===== config.mk =====
export PLATFORM = sky130hd
export DESIGN_NAME = counter_sequencer
export DESIGN_NICKNAME = d
export VERILOG_FILES = /design/src/rtl/cntseq_pkg.sv /design/src/rtl/sync_counter_w.sv /design/src/rtl/counter_sequencer.sv
export SDC_FILE = /design/constraint.sdc
export NUM_CORES = 1
export LEC_CHECK = 0
export ABC_AREA = 1
export CORE_AREA = 2 2 39 41
export CTS_BUF_LIST = sky130_fd_sc_hd__clkbuf_8
export DETAILED_ROUTE_END_ITERATION = 10
export DIE_AREA = 0 0 41 43
export PLACE_DENSITY = 0.83
export SYNTH_ARGS = -nofsm -noshare
export SYNTH_HDL_FRONTEND = slang
export SYNTH_SLANG_ARGS = --single-unit

===== constraint.sdc =====
create_clock -name clk -period 2.37 [get_ports clk]
set_input_delay 0.237 -clock clk [delete_from_list [all_inputs] [get_ports clk]]
set_output_delay 0.237 -clock clk [all_outputs]
set_load 0.02 [all_outputs]

===== src/rtl/cntseq_pkg.sv =====
// cntseq_pkg: shared state encoding and default widths for counter_sequencer
package cntseq_pkg;
  typedef enum logic [1:0] {IDLE = 2'd0, LOAD = 2'd1, RUN = 2'd2, DONE = 2'd3} state_t;
  localparam int CNTSEQ_W = 4;
  localparam int CNTSEQ_RW = 4;
endpackage


===== src/rtl/sync_counter_w.sv =====
// sync_counter_w: loadable synchronous up-counter, priority mr > load > en, co = en at all-ones
module sync_counter_w #(
  parameter int W = 4
) (
  input  logic         clk,
  input  logic         mr,
  input  logic         load,
  input  logic         en,
  input  logic [W-1:0] d,
  output logic [W-1:0] q,
  output logic         co
);
  always_ff @(posedge clk)
    q <= mr ? '0 : load ? d : en ? q + 1'b1 : q;
  assign co = en & (&q);
endmodule


===== src/rtl/counter_sequencer.sv =====
// counter_sequencer: start/busy/done interval timer over sync_counter_w; CNTSEQ_REPEAT_EN adds reps/rep counter
module counter_sequencer
  import cntseq_pkg::*;
#(
  parameter int W = CNTSEQ_W
`ifdef CNTSEQ_REPEAT_EN
  , parameter int RW = CNTSEQ_RW
`endif
) (
  input  logic          clk,
  input  logic          mr,
  input  logic          start,
  input  logic [W-1:0]  preset,
`ifdef CNTSEQ_REPEAT_EN
  input  logic [RW-1:0] reps,
`endif
  input  logic          pause,
  output logic          busy,
  output logic          done,
  output logic          tick,
  output logic [W-1:0]  q
);
  state_t state, state_next;
  logic [W-1:0] preset_q;
  logic load, en, co, rep_nz, accept, reload;
  assign accept = (state == IDLE) & start;
  assign reload = (state == RUN) & co & rep_nz;
  always_ff @(posedge clk)
    state <= mr ? IDLE : state_next;
  always_comb
    state_next = (state == IDLE) ? (start ? LOAD : IDLE) :
                 (state == LOAD) ? RUN :
                 (state == RUN)  ? ((co & ~rep_nz) ? DONE : RUN) : IDLE;
  always_comb begin
    en   = (state == RUN) & ~pause;
    load = (state == LOAD) | reload;
    busy = (state == LOAD) | (state == RUN);
    done = (state == DONE);
  end
  always_ff @(posedge clk) begin
    preset_q <= mr ? '0 : accept ? preset : preset_q;
    tick     <= ~mr & co;
  end
`ifdef CNTSEQ_REPEAT_EN
  logic [RW-1:0] rep_cnt;
  always_ff @(posedge clk)
    rep_cnt <= mr ? '0 : accept ? reps : reload ? rep_cnt - 1'b1 : rep_cnt;
  assign rep_nz = |rep_cnt;
`else
  assign rep_nz = 1'b0;
`endif
  sync_counter_w #(.W(W)) u_cnt (
    .clk (clk),
    .mr  (mr),
    .load(load),
    .en  (en),
    .d   (preset_q),
    .q   (q),
    .co  (co)
  );
endmodule


==> results.md <==
- Post-CTS Setup Inserts: 0
- Netlist Area Pre-Place: 576.8 sq um
- Worst EP required: approximately 2.1 ns
- Core Footprint: about 1400 sq um
- GRT Util Overall: roughly 15%
- Nets: 111
- Final Total Pwr: approximately 0.46 mW
- Synth top area share: a little under two fifths
- Hold slack final: between 0.4 and 0.5 ns
- TritonCTS clock tree: yes
- FF+latch count, synth: 11
- Clock Path Buffers: 2
- Power Density: 586.2 nW/um^2
- Synth warn: 0
- Async S/R FF share, synth: 0%
- Final count of pins violating max slew: 0
- Cells after Synth: 80
- Worst Reg-to-Reg Cells: 6
- Crit-path max FO: 3
- Antenna diodes: 0
- CP Launch Type: register
- Clk Latency, worst-skew pair: about 0.24 ns
- Vias: 526
- Clock root buffer: clkbuf_8
- Synth cell types: 19
- Most frequent cells after synthesis: nor2_1, nand2_1, dfxtp_1
- First-pass GRT wire length: ~1.8 mm
- Final worst-path cycle share: 76.60%
- WHS Path Cells: 2
- Pre-antenna DRT Iters: 4
- Cts repair resizes: 0
- Max-cap violations: 0
- HP Class: reg -> reg
- Fin util: 56.15%
- Hold Violations, Final: 0
- Placed inst area: 732.0 sq um
- Cts hold-fix bufs: 0
- Reg2reg setup slack: between 1 and 1.5 ns
- Die Wd: 41 um
- Crit Path Class: reg -> out
- Clock skew: between 0.0009 and 0.001 ns
- Share of layout cells above drive strength 1: 11.34%
- Outcome: complete, no violations
- Gpl congestion: ~0.7
- Setup violators final: 0
- Initial antenna violation count: 0
- RSZ-0062 raised after global routing: no
- Port Buffers: 14
- Main flop type after synthesis: dfxtp_1
- Maximum vdd drop: ~0.35 mV
- Post-layout min period: ~1.8 ns
- Post-DP HPWL: 802.1 um
- Routed vias/inst: ~4.7
- # rows: 14
- Max-slew headroom: between 70% and 80%
- Vias in the first global route: approximately 470
- Post-synth EDFFs: 0
- Pin count of the biggest net entering global routing: 9
- Antenna Nets Post-Route: 0
- Fin Setup TNS: 0 ns
- Synth top area cells: dfxtp_1, ha_1, nor2_1, nand2_1, inv_1
- Starting Density: around two fifths
- CTS sink cnt: 11
- Fmax: ~550 MHz
- Mean Syn Cell Area: about 7 sq um
- # DRC: 0
- Most frequent cell after synthesis: nor2_1
- Sequential element share of the synthesized area: between 30% and 40%
- Largest area contributor in the netlist: dfxtp_1
- Starting DRC count in detailed routing: 7
- Die area: roughly 1800 sq um
- Worst-Margin Slew: about 0.33 ns
- Routed len/inst: between 8 and 9 um
- Post-Syn Nets: 93
- LEAKAGE: approximately 0.32 nW
- Drt total wl: around 990 um
- Die H: 43 um
- Final instance area: 777.0 sq um
- CTS buffer count: 3
- Top-level I/O count: 15
- H-tree depth: 1
- Crit end category: output pin
- Clk pin slew, worst setup/hold paths: approximately 0.050 ns
- Layout overhead on the synthesized area: 34.71%
- Total grt overflow: 0
- WP data arrival: approximately 1.6 ns
-- sequential cells by signal (all words and copies together) (netlist names) --
signal and cells:
preset_q 4, u_cnt.q 4, state 2, tick 1
-- path summary, 6_finish.rpt --
check / from / to
hold reg to reg: preset_q[2]$_SDFFE_PP0P_ / preset_q[2]$_SDFFE_PP0P_
setup reg to reg: state[0]$_SDFF_PP0_ / preset_q[2]$_SDFFE_PP0P_
setup / recovery: state[0]$_SDFF_PP0_ / busy
hold / removal: preset_q[2]$_SDFFE_PP0P_ / preset_q[2]$_SDFFE_PP0P_
-- area by class of cell --
cell class	instances	area, sq um
Fill cell	143	606.8
Sequential cell	11	220.2
Timing Repair Buffer	14	140.1
Clock buffer	3	41.29
Multi-Input combinational cell	56	306.5
Clock inverter	1	3.754
Inverter	12	45.04
Tap cell	16	20.02
-- logic make-up after synthesis --
| logic type | after synthesis | synth area share (%) |
|---|---|---|
| AOI/OAI and AO/OA | 10 | 11.06 |
| xor gates and xnor gates | 1 | 1.519 |
| adders and majority gates | 5 | 10.85 |
| buffers and inverters | 13 | 8.677 |
| DFF | 11 | 38.18 |
| and+or+nand+nor | 40 | 29.72 |
-- layout by cell type, fill, tap and decap left out --
cell,netlist,routed
o21ai_0,5,5
ha_1,5,5
nand2_1,15,15
nand2_2,1,1
o21ai_2,1,1
inv_1,10,11
o21bai_1,1,1
nor3_1,1,1
inv_2,2,2
o21ai_1,1,1
xnor2_1,1,1
dfxtp_1,11,11
a21oi_2,2,2
nor2_1,16,16
nand3_1,4,4
nor4_1,1,1
clkbuf_8,0,3
nand2_4,1,1
nor2_2,1,1
clkdlybuf4s50_1,0,14
-- report_power, final --
| part | total (mW) | switching (mW) | leakage (nW) | internal, mW |
|---|---|---|---|---|
| Sequential | 0.204 | 0.00771 | 0.0902 | 0.196 |
| Clock | 0.181 | 0.0680 | 0.0269 | 0.113 |
| Combinational | 0.0703 | 0.0366 | 0.208 | 0.0337 |
| Total | 0.455 | 0.112 | 0.325 | 0.343 |
-- per-stage QoR --
step                std cells  worst slack [ns]
detailed placement        109            0.8003
finish                    113            0.5545
global route              113            0.4875
floorplan                  80             1.254
global placement          109            0.8544
CTS                       113            0.5357
-- critical path, stage by stage (launching register included) --
cell	delay (ns)
dfxtp_1	0.36
inv_1	0.07
ha_1	0.30
clkdlybuf4s50_1	0.61
-- per-layer routing --
layer,track usage [%],wire length (um),vias up
li1,-,-,282
met1,16.23,418,223
met2,23.75,496,16
met3,3.141,49,5
met4,8.000,28,0
met5,0,0,-
(Power assumes the default switching activity.)
